==> src/rtl/fetch_irq_ctrl.sv <==
// Instruction-fetch PC selection with a vectored, statically prioritised, nestable
// interrupt controller backed by a hardware EPC/level stack.
module fetch_irq_ctrl #(
  parameter int          NUM_IRQ           = 8,
  parameter int          NEST_DEPTH        = 4,
  parameter bit          EDGE_MODE         = 1'b1,
  parameter bit          NESTED            = 1'b1,
  parameter logic [31:0] RESET_ADDRESS     = 32'h0000_0000,
  parameter logic [31:0] EXCEPTION_ADDRESS = 32'h0000_0100,
  parameter logic [31:0] VEC_BASE          = 32'h0000_0200,
  parameter logic [31:0] VEC_STRIDE        = 32'h0000_0010,
  localparam int ID_W    = (NUM_IRQ > 1) ? $clog2(NUM_IRQ) : 1,
  localparam int DEPTH_W = $clog2(NEST_DEPTH + 1)
) (
  input  logic               clk,
  input  logic               reset,
  input  logic               stall,
  input  logic [1:0]         pc_sel,
  input  logic [31:0]        pc_branch,
  input  logic [NUM_IRQ-1:0] irq,
  input  logic [NUM_IRQ-1:0] irq_mask,
  input  logic               ie,
  input  logic               rti,
  output logic [31:0]        pc,
  output logic [31:0]        pc_plus_4,
  output logic               irq_ack,
  output logic [ID_W-1:0]    irq_id,
  output logic [DEPTH_W-1:0] depth,
  output logic               rti_err
);

  // cur_lvl must also encode NUM_IRQ, the "no handler active" level.
  localparam int LVL_W = $clog2(NUM_IRQ + 1);
  localparam int PTR_W = (NEST_DEPTH > 1) ? $clog2(NEST_DEPTH) : 1;

  logic [NUM_IRQ-1:0] pend;
  logic [NUM_IRQ-1:0] irq_prev;
  logic [NUM_IRQ-1:0] pend_set;
  logic [NUM_IRQ-1:0] pend_clr;
  logic [LVL_W-1:0]   cur_lvl;
  logic [31:0]        epc_stk [NEST_DEPTH];
  logic [LVL_W-1:0]   lvl_stk [NEST_DEPTH];
  logic [31:0]        npc;
  logic [31:0]        vec_addr;
  logic               cand_vld;
  logic [ID_W-1:0]    cand_idx;
  logic               take;
  logic               do_ret;
  logic               ret_err;
  logic [PTR_W-1:0]   push_ptr;
  logic [PTR_W-1:0]   pop_ptr;

  assign pc_plus_4 = pc + 32'd1;

  always_comb begin
    npc = pc_branch;
    case (pc_sel)
      2'b00:   npc = RESET_ADDRESS;
      2'b01:   npc = EXCEPTION_ADDRESS;
      2'b10:   npc = pc_plus_4;
      default: npc = pc_branch;
    endcase
  end

  // Scan from the top down so the lowest enabled pending index wins.
  always_comb begin
    cand_vld = 1'b0;
    cand_idx = '0;
    for (int i = NUM_IRQ - 1; i >= 0; i--) begin
      if (pend[i] && irq_mask[i]) begin
        cand_vld = 1'b1;
        cand_idx = ID_W'(i);
      end
    end
  end

  assign take = !stall && !rti && ie && cand_vld
                && (depth < DEPTH_W'(NEST_DEPTH))
                && (LVL_W'(cand_idx) < cur_lvl)
                && (NESTED || (depth == '0));

  assign do_ret   = !stall && rti && (depth != '0);
  assign ret_err  = !stall && rti && (depth == '0);
  assign push_ptr = PTR_W'(depth);
  assign pop_ptr  = PTR_W'(depth - DEPTH_W'(1));
  assign vec_addr = VEC_BASE + VEC_STRIDE * 32'(cand_idx);
  assign pend_set = EDGE_MODE ? (irq & ~irq_prev) : irq;
  // Clearing the taken channel overrides a new request arriving in the same cycle.
  assign pend_clr = take ? (NUM_IRQ'(1) << cand_idx) : '0;

  always_ff @(posedge clk) begin
    if (reset) begin
      pc       <= RESET_ADDRESS;
      pend     <= '0;
      irq_prev <= '0;
      depth    <= '0;
      cur_lvl  <= LVL_W'(NUM_IRQ);
      irq_ack  <= 1'b0;
      irq_id   <= '0;
      rti_err  <= 1'b0;
    end else begin
      irq_prev <= irq;
      pend     <= (pend | pend_set) & ~pend_clr;
      irq_ack  <= take;
      rti_err  <= ret_err;
      if (take) begin
        pc      <= vec_addr;
        depth   <= depth + DEPTH_W'(1);
        cur_lvl <= LVL_W'(cand_idx);
        irq_id  <= cand_idx;
      end else if (do_ret) begin
        pc      <= epc_stk[pop_ptr];
        cur_lvl <= lvl_stk[pop_ptr];
        depth   <= depth - DEPTH_W'(1);
      end else if (!stall) begin
        pc <= npc;
      end
    end
  end

  // Stack storage carries no reset; only entries below depth are ever read.
  always_ff @(posedge clk) begin
    if (!reset && take) begin
      epc_stk[push_ptr] <= npc;
      lvl_stk[push_ptr] <= cur_lvl;
    end
  end

endmodule

==> config.mk <==
export PLATFORM = sky130hd
export DESIGN_NAME = fetch_irq_ctrl
export DESIGN_NICKNAME = d
export VERILOG_FILES = /design/src/rtl/fetch_irq_ctrl.sv
export SDC_FILE = /design/constraint.sdc
export NUM_CORES = 1
export LEC_CHECK = 0
export CORE_UTILIZATION = 49
export DETAILED_ROUTE_END_ITERATION = 10
export GPL_TIMING_DRIVEN = 0
export PLACE_DENSITY_LB_ADDON = 0.3
export SLEW_MARGIN = 20
export SYNTH_ARGS = -nofsm -noshare
export SYNTH_HDL_FRONTEND = slang
export SYNTH_SLANG_ARGS = --single-unit
==> constraint.sdc <==
create_clock -name clk -period 3.9 [get_ports clk]
set_input_delay 0.78 -clock clk [delete_from_list [all_inputs] [get_ports clk]]
set_output_delay 0.78 -clock clk [all_outputs]
set_load 0.02 [all_outputs]
-- After elaboration in Yosys (flattened, before gate mapping)
Memories as Yosys holds them, arrays and structs flattened.
Cells that the tools add are included.
- flip-flop bits (word level): 60
- memories kept: 2
- input port bits: 55
- RAM bits: 144
- memories (memory ; words ; bits a word ; read ports ; clocked after memory_dff ; wr ports ; line ; source):
    epc_stk ; 4 ; 32 ; 1 ; 0 ; 1 ; 41 ; logic [31:0] epc_stk [NEST_DEPTH];
    lvl_stk ; 4 ; 4 ; 1 ; 0 ; 1 ; 42 ; logic [LVL_W-1:0] lvl_stk [NEST_DEPTH];
- magnitude comparators: 2
- add/sub/neg operators: 4
- muxes and demuxes: 27
- reduce and logical (&&, ||, !) cells: 24
- equal/unequal tests: 3
- shift operators: 1
- bitwise operators: 5
- operator list (cell ; count):
    2-to-1 mux 32 bit ; 3
    one-hot mux 32 bit (3 select lines) ; 1
    adder 32 x 1 -> 32 bit, second input constant ; 1
    2-to-1 mux 3 bit ; 10
    logical AND 1 bit ; 17
    AND 8 bit ; 2
    inverter 8 bit ; 2
    adder 10 x 7 -> 11 bit, first input constant ; 1
    2-to-1 mux 1 bit ; 10
    2-to-1 mux 4 bit ; 2
    2-to-1 mux 8 bit ; 1
    bitwise OR 8 bit ; 1
    left shift 1 x 3 -> 8 bit, first input constant ; 1
    < comparator 3 x 4 -> 1 bit ; 1
    adder 3 x 1 -> 3 bit, second input constant ; 1
    logical NOT 1 bit ; 3
    logical NOT 3 bit ; 1
    < comparator 3 bit, second input constant ; 1
    inequality test 3 x 1 -> 1 bit, second input constant ; 1
    nonzero test 3 bit ; 1
    subtractor 3 x 1 -> 3 bit, second input constant ; 1
    == test 2 x 1 -> 1 bit, second input constant ; 1
    == test 2 bit, second input constant ; 1
    logical NOT 2 bit ; 1
    nonzero test 2 bit ; 1

-- Depth between registers and ports, before layout
Gate-level depths: netlist of run 1.
- depth in word-level cells: 15
- mapped depth: 13
- depth with buffers taken out: 10

-- Least setup slack after synthesis of run 1
OpenSTA, ideal clock, no wires.
- path type: input-to-reg
- start point: input port irq_mask[3]
- end point: memory epc_stk[0][0], enable pin
- cell stages on the path: 11
- data arrival time: 3.327 ns
- slack: 0.177 ns
- buffers on the path: 2
- library setup time: 0.397 ns
- required time: 3.503 ns
- path through: a22oi_1 > o21ai_0 > and3_1 > clkbuf_1 > ha_1 > nand3b_1 > a21o_1 > a21o_1 > clkbuf_1 > nor2_1 > and2_1
- elaborated cells between the ends (all ways): 16
- RTL lines (item ; line ; source):
    start, declared ; 21 ; input logic [NUM_IRQ-1:0] irq_mask,
    logical AND 1 bit ; 70 ; if (pend[i] && irq_mask[i]) begin
    2-to-1 mux 3 bit (4 in series) ; 70 ;
    via cand_idx[1] ; 46 ; logic [ID_W-1:0] cand_idx;
    < comparator 3 x 4 -> 1 bit ; 79 ; && (LVL_W'(cand_idx) < cur_lvl)
    logical AND 1 bit ; 79 ;
    logical AND 1 bit ; 123 ; if (!reset && take) begin
    2-to-1 mux 1 bit ; 123 ;
    2-to-1 mux 1 bit (not written as such) ; 124 ; epc_stk[push_ptr] <= npc;
    end, declared ; 41 ;
The timed path passes the listed nets, and every way through them passes these cells.

-- Worst setup path after layout of run 1
- start point: register pc[3]
- end point: output port pc_plus_4[17]
- longest elaborated chain between the ends: 1
- ends and longest elaborated chain (item ; line ; source):
    start, declared ; 24 ; output logic [31:0] pc,
    start signal, assigned ; 107 ; pc <= vec_addr;
    start signal, assigned ; 112 ; pc <= epc_stk[pop_ptr];
    start signal, assigned ; 116 ; pc <= npc;
    adder 32 x 1 -> 32 bit ; 53 ; assign pc_plus_4 = pc + 32'd1;
    end, declared ; 25 ; output logic [31:0] pc_plus_4,
Every way passes these cells.

==> results of run 1 <==
[layer usage]
layer	track usage [%]	part of all wire (%)	vias up	wire [µm]
met5	0	0	-	0
met2	45.16	47	485	12770
met4	11.45	3.8	0	1021
li1	-	-	3168	-
met3	6.530	11	86	2955
met1	36.63	38	3516	10430
[logic make-up after synthesis]
group / after synthesis / synth area share, %
mux: 44 / 9.546
buf+inv: 75 / 3.160
fa+ha+maj: 8 / 1.071
simple gates: 241 / 13.01
xor+xnor: 28 / 2.705
compound gates: 155 / 11.38
flops: 204 / 59.12
[worst register-to-register path: stages (launching register included)]
cell	delay, ns
dfxtp_1	0.45
buf_4	0.29
buf_4	0.30
buf_6	0.23
inv_1	0.11
ha_2	0.20
ha_1	0.21
or3b_2	0.44
clkbuf_1	0.26
buf_2	0.29
nor2_1	0.19
nor4_1	0.07
a221oi_1	0.31
nor2_1	0.06
[sequential cells by signal, summed over array words and instances, names as in the netlist]
signal	flops
cur_lvl	4
irq_id	3
lvl_stk	16
pend	8
epc_stk	128
depth	3
rti_err	1
pc	32
irq_ack	1
irq_prev	8
[final cells by class]
class	count	area, µm²
buffer	46	207.7
clock buffer	33	601.8
multi-input combinational	476	3605
timing repair buffer	128	1323
clock inverter	7	105.1
fill	1453	6939
inverter	27	101.3
tap	234	292.8
sequential	204	5530
[where the power goes]
group | switching, mW | total [mW] | internal, mW
registers | 0.0621 | 2.44 | 2.38
logic | 0.444 | 0.789 | 0.345
clock network | 0.867 | 2.08 | 1.21
[metrics by stage]
step	util, %	hold slack, ns	setup slack [ns]	cells
after global routing	62.90	0.4735	0.009740	1155
after floorplan	-	0.4814	0.1767	755
after detailed placement	58.62	0.4513	-0.9936	1117
final	62.90	0.4623	0.04099	1155
after CTS	62.80	0.4593	-0.001164	1156
after global placement	58.16	0.4431	-1.370	1113
[synthesized netlist by cell type, types with 10 or more instances]
master,n
xnor2_1,19
nor2_1,60
buf_2,10
nand2b_1,12
a221oi_1,10
mux4_2,36
a21oi_1,49
nand3_1,26
nor3_1,21
inv_1,24
clkbuf_1,29
nand2_1,61
o21ai_0,22
nor2b_1,10
dfxtp_1,60
edfxtp_1,144
[what timing repair did]
item                       4_1_cts  5_1_grt
gates resized for setup         27       13
hold buffers                     0        0
setup endpoints to repair       50      133
setup buffers                    0        0
[worst min path at each step]
stage,end,cells after the start,slack [ns],from
final,irq_id[0],2,0.46,irq_id[0]
after global routing,irq_id[0],2,0.47,irq_id[0]
after CTS,irq_id[0],2,0.46,irq_id[0]
after detailed placement,irq_id[0],2,0.45,irq_id[0]
after global placement,irq_id[0],2,0.44,irq_id[0]
after floorplan,lvl_stk[0][1],0,0.48,cur_lvl[1]
==> results by group, run 1 <==
Logic synthesis
  – Total number of yosys warnings: 0
  – Mapped Nets: 818
  – Cells after synthesis: 755
  – Number of distinct library cells after synthesis: 66
  – Mean post-synth cell area: 12.38 µm²
  – Post-synthesis sequential area ratio: 59.12%
  – Largest cells by area after synthesis: edfxtp_1 46%, dfxtp_1 13%, mux4_2 8.7%
  – Synth Flop Type: edfxtp_1
  – Post-Syn Area: 9345 µm²
  – Asr flop ratio synth: 0%
  – Synth top area share: 46.27%
  – Number of flops mapped to enable cells by yosys: 144
  – Count of state elements after synthesis: 204
  – Area leader, netlist: edfxtp_1

Timing
  – Relative max-transition margin: 43.52%
  – Slew @ Worst Pin: 0.8471 ns
  – Final worst path period share: 98.95%
  – TNS Setup: 0 ns
  – F_max: 0.2591 GHz
  – Max Slew Vio Count: 0
  – Hold Vio Cnt, Final: 0
  – Final Critical Period: 3.859 ns
  – Clk_skew: 0.02711 ns
  – RSZ-0062 raised after global routing: false
  – Final setup vio count: 0

Placement
  – Placed cell areas: 10960 µm²
  – Dpl hpwl: 18670 µm
  – GPL Wtd Cong: 0.8768
  – IO Port Bufs: 124

CTS
  – Root Driver: clkbuf_16
  – Clk Latency, worst-skew pair: 0.53 ns
  – CTS buffer count: 22
  – Clock buffer depth: 3
  – CTS clk-pin slew, worst paths: 0.07 ns
  – CTS Sinks: 204
  – CTS tree: built
  – Htree depth: 1

Routing
  – First drt pass iteration count: 5
  – # DRC: 0
  – Post-DRT Antenna Nets: 0
  – Detail-routed net length per standard cell: 23.53 µm
  – Via Count: 7255
  – DR iter-0 viols: 838
  – Final wirelength: 27180 µm
  – Vias per cell: 6.281

Power
  – Leak: 4.027 nW
  – Pwr Density: 451.0 nW/µm²
  – Worst VDD drop: 0.0003182 V
  – Power Total: 5.307 mW

Final layout
  – Share of cells above drive strength 1: 14.12%
  – Area growth from synthesis to layout: 25.91%
  – Nets@finish: 968
  – Antenna cells: 0
  – Finished layout cell area: 11770 µm²
  – Commonest cells after routing, fill and taps aside: 144 x edfxtp_1, 118 x clkdlybuf4s50_1, 61 x nand2_1, 59 x nor2_1, 56 x dfxtp_1
  – Commonest non-fill, non-tap cell in the layout: edfxtp_1

GRT
  – Vias in the first global route: 7146
  – GRT overflow: 0
  – First-pass GRT wire length: 41410 µm
  – Largest net degree at the start of global routing: 26
  – Total GRT Usage: 28.01%
  – Initial antenna violation count: 0

Worst setup path
  – WP depth: 5
  – Worst EP required: 3.12 ns
  – Critical Path AT: 3.08 ns
  – Buf/Inv on CP: 1
  – Capture point of the worst path: pc_plus_4[17]
  – CP Class: flip-flop to output pin
  – Worst-path cell chain: nand2_1, nor3_1, nand4_1, xnor2_1, clkdlybuf4s50_1
  – Worst reg2reg startpoint: depth[0]
  – Crit Path Max Fanout: 7
  – RR Endpoint: pc[26]
  – Slowest-stage cell, CP: clkdlybuf4s50_1
  – R2r worst-path depth: 13
  – Setup crit start kind: flip-flop
  – R2R setup slack: 0.38 ns
  – Largest delay share family, worst path: simple AND/OR/NAND/NOR gates
  – Slowest stage delay, CP: 0.66 ns
  – CP startpoint: pc[3]
  – Worst setup EP type: output pin

Floorplanning
  – Number of top-level pins: 127
  – Overall die width: 140.1 µm
  – Die height: 140.1 µm
  – Core region area: 18710 µm²
  – Die area: 19630 µm²
  – Row cnt: 50
  – Initial Utilization: 49.96%

Min path
  – Hold Path Class: flip-flop to flip-flop

Flow run
  – Max-Cap Viols: 0

Outcome
  – Status: completed
Power figures use the tool's default switching activity.
==> run 2, diff against run 1 <==
--- a/config.mk
+++ b/config.mk
@@ -9,7 +9,9 @@
 export DETAILED_ROUTE_END_ITERATION = 10
 export GPL_TIMING_DRIVEN = 0
 export PLACE_DENSITY_LB_ADDON = 0.3
+export SKIP_CTS_REPAIR_TIMING = 1
 export SLEW_MARGIN = 20
 export SYNTH_ARGS = -nofsm -noshare
 export SYNTH_HDL_FRONTEND = slang
 export SYNTH_SLANG_ARGS = --single-unit
+export TNS_END_PERCENT = 1
==> results by group, run 2 (synthesis gave the netlist of run 1 again) <==
Floorplanning
  – Overall die width: 140.1 µm (unchanged)
  – Core region area: 18710 µm² (unchanged)
  – Number of top-level pins: 127 (unchanged)
  – Die height: 140.1 µm (unchanged)
  – Die area: 19630 µm² (unchanged)
  – Row cnt: 50 (unchanged)
  – Initial Utilization: 49.96% (unchanged)

CTS
  – Root Driver: clkbuf_16
  – CTS Sinks: 204 (unchanged)
  – Clk Latency, worst-skew pair: 0.52 ns (about the same)
  – CTS tree: built
  – CTS buffer count: 22 (unchanged)
  – Clock buffer depth: 3 (unchanged)
  – Htree depth: 1 (unchanged)
  – CTS clk-pin slew, worst paths: 0.06 ns (about the same)

Final layout
  – Biggest register: epc_stk
  – Regs by FF count: epc_stk x128, pc x32, lvl_stk x16
  – Nets@finish: 970 (+0.21%)
  – Finished layout cell area: 11790 µm² (+0.20%)
  – Antenna cells: 0 (unchanged)
  – Area growth from synthesis to layout: 26.16%
  – Max reg flops: 128 (unchanged)
  – Share of cells above drive strength 1: 13.76% (-0.36 points)
  – Commonest cells after routing, fill and taps aside: 144 x edfxtp_1, 119 x clkdlybuf4s50_1, 61 x nand2_1, 59 x nor2_1, 57 x dfxtp_1
  – Commonest non-fill, non-tap cell in the layout: edfxtp_1

GRT
  – GRT overflow: 0 (unchanged)
  – First-pass GRT wire length: 41340 µm (-0.18%)
  – Total GRT Usage: 27.98% (-0.032 points)
  – Vias in the first global route: 7131 (-0.21%)
  – Initial antenna violation count: 0 (unchanged)
  – Largest net degree at the start of global routing: 26 (unchanged)

Placement
  – Placed cell areas: 10960 µm² (unchanged)
  – GPL Wtd Cong: 0.8768 (unchanged)
  – IO Port Bufs: 124 (unchanged)
  – Dpl hpwl: 18670 µm (unchanged)

Power
  – Flop pwr share: 46.0% (about the same)
  – Leak: 4.081 nW (+1.3%)
  – Int Pwr: 3.934 mW (about the same)
  – Pwr Density: 449.7 nW/µm² (-0.29%)
  – Switching Power: 1.368 mW (-0.45%)
  – Clock Power Share: 39.1% (about the same)
  – Comb power frac: 14.9% (about the same)
  – Worst VDD drop: 0.0003200 V (+0.56%)
  – Sw Ratio: 25.80% (-0.093 points)

Timing
  – Clk_skew: 0.02380 ns (-0.003311 ns)
  – Slew @ Worst Pin: 0.8677 ns (+0.02054 ns)
  – Final setup vio count: 1 (+1)
  – Hold Vio Cnt, Final: 0 (unchanged)
  – RSZ-0062 raised after global routing: true
  – Relative max-transition margin: 42.16% (-1.4 points)
  – F_max: 0.2559 GHz (-1.3%)
  – Max Slew Vio Count: 0 (unchanged)
  – Final worst path period share: 100.2% (+1.3 points)
  – Setup slack after layout: -0.008242 ns (-0.04923 ns)
  – TNS Setup: -0.008242 ns (-0.008242 ns)
  – Final Critical Period: 3.908 ns (+0.04923 ns)

Routing
  – First drt pass iteration count: 5 (unchanged)
  – Vias per cell: 6.252 (-0.48%)
  – Via Count: 7233 (-0.30%)
  – Post-DRT Antenna Nets: 0 (unchanged)
  – # DRC: 0 (unchanged)
  – DR iter-0 viols: 816 (-2.6%)
  – Detail-routed net length per standard cell: 23.46 µm (-0.28%)
  – Final wirelength: 27150 µm (-0.10%)

Worst setup path
  – CP startpoint: pc[1]
  – Slowest-stage cell, CP: clkdlybuf4s50_1
  – Worst-path cell chain: ha_1, nand4_4, nor4_2, nand2_1, nor3_1, xnor2_1, clkdlybuf4s50_1
  – Critical Path AT: 3.13 ns (+0.05 ns)
  – Worst EP required: 3.12 ns (about the same)
  – Slowest stage delay, CP: 0.64 ns (-0.02 ns)
  – Setup crit start kind: flip-flop
  – CP Class: flip-flop to output pin
  – Crit Path Max Fanout: 8 (+1)
  – Worst reg2reg startpoint: depth[0]
  – Worst setup EP type: output pin

Min path
  – Hold Path Class: flip-flop to flip-flop
  – HP Start: irq_id[0]

Outcome
  – Failing checks: setup timing
  – Status: complete, but fails checks

Flow run
  – Max-Cap Viols: 0 (unchanged)
[run 2: changes by cell type in the layout (fill, tap and decap cells not counted), sizes merged]
| cell | delta |
|---|---|
| clkdlybuf4s50 | +1 |
| dlygate4sd2 | -3 |
| buf | -1 |
| dlymetal6s2s | +3 |
| clkbuf | +3 |
| clkdlybuf4s15 | -1 |
[run 2: path summary, 6_finish.rpt]
path | endpoint | slack (ns) | cells past startpoint
max reg2reg | cur_lvl[3] | 0.25 | 11
min reg2reg | irq_id[0] | 0.46 | 2
min | irq_id[0] | 0.46 | 2
max | pc_plus_4[30] | -0.008 | 7
[run 2: cell type report]
type | instances | area [µm²]
Fill cell | 1449 | 6915
Sequential cell | 204 | 5529
Multi-Input combinational cell | 476 | 3611
Timing Repair Buffer | 128 | 1334
Clock buffer | 33 | 601.8
Tap cell | 234 | 292.8
Buffer | 48 | 215.2
Clock inverter | 7 | 105.1
Inverter | 27 | 101.3
[run 2: metrics by stage]
stage | worst slack, ns | total power, mW | util, % | cells | hold slack (ns)
floorplan | 0.1767 | 2.926 | - | 755 | 0.4814
global placement | -1.370 | 3.241 | 58.16 | 1113 | 0.4431
detailed placement | -0.9936 | 3.253 | 58.62 | 1117 | 0.4513
CTS | -1.020 | 5.290 | 62.39 | 1157 | 0.4593
global route | -0.08873 | 5.455 | 63.03 | 1157 | 0.4735
finish | -0.008242 | 5.302 | 63.03 | 1157 | 0.4611
[run 2: power groups by stage]
stage	clock, mW	combinational [mW]	sequential [mW]
2_1_floorplan	0	0.430	2.50
3_3_place_gp	0	0.760	2.48
3_5_place_dp	0	0.772	2.48
4_1_cts	2.08	0.776	2.44
5_1_grt	2.17	0.839	2.44
6_report	2.07	0.791	2.44
[run 2: critical path, delay by kind of cell (launching register included)]
kind,cells,cell delay [ns]
buffers and inverters,1,0.64
flip-flops,1,0.42
XOR/XNOR,1,0.17
adder cells (fa/ha/maj),1,0.29
AND/OR/NAND/NOR,4,1.09
[run 2: layer usage]
layer / track usage [%] / vias to the layer above / wire, µm
met4: 10.99 / 0 / 1032
met5: 0 / - / 0
met3: 6.256 / 75 / 2806
li1: - / 3181 / -
met1: 36.62 / 3539 / 10580
met2: 45.47 / 438 / 12730
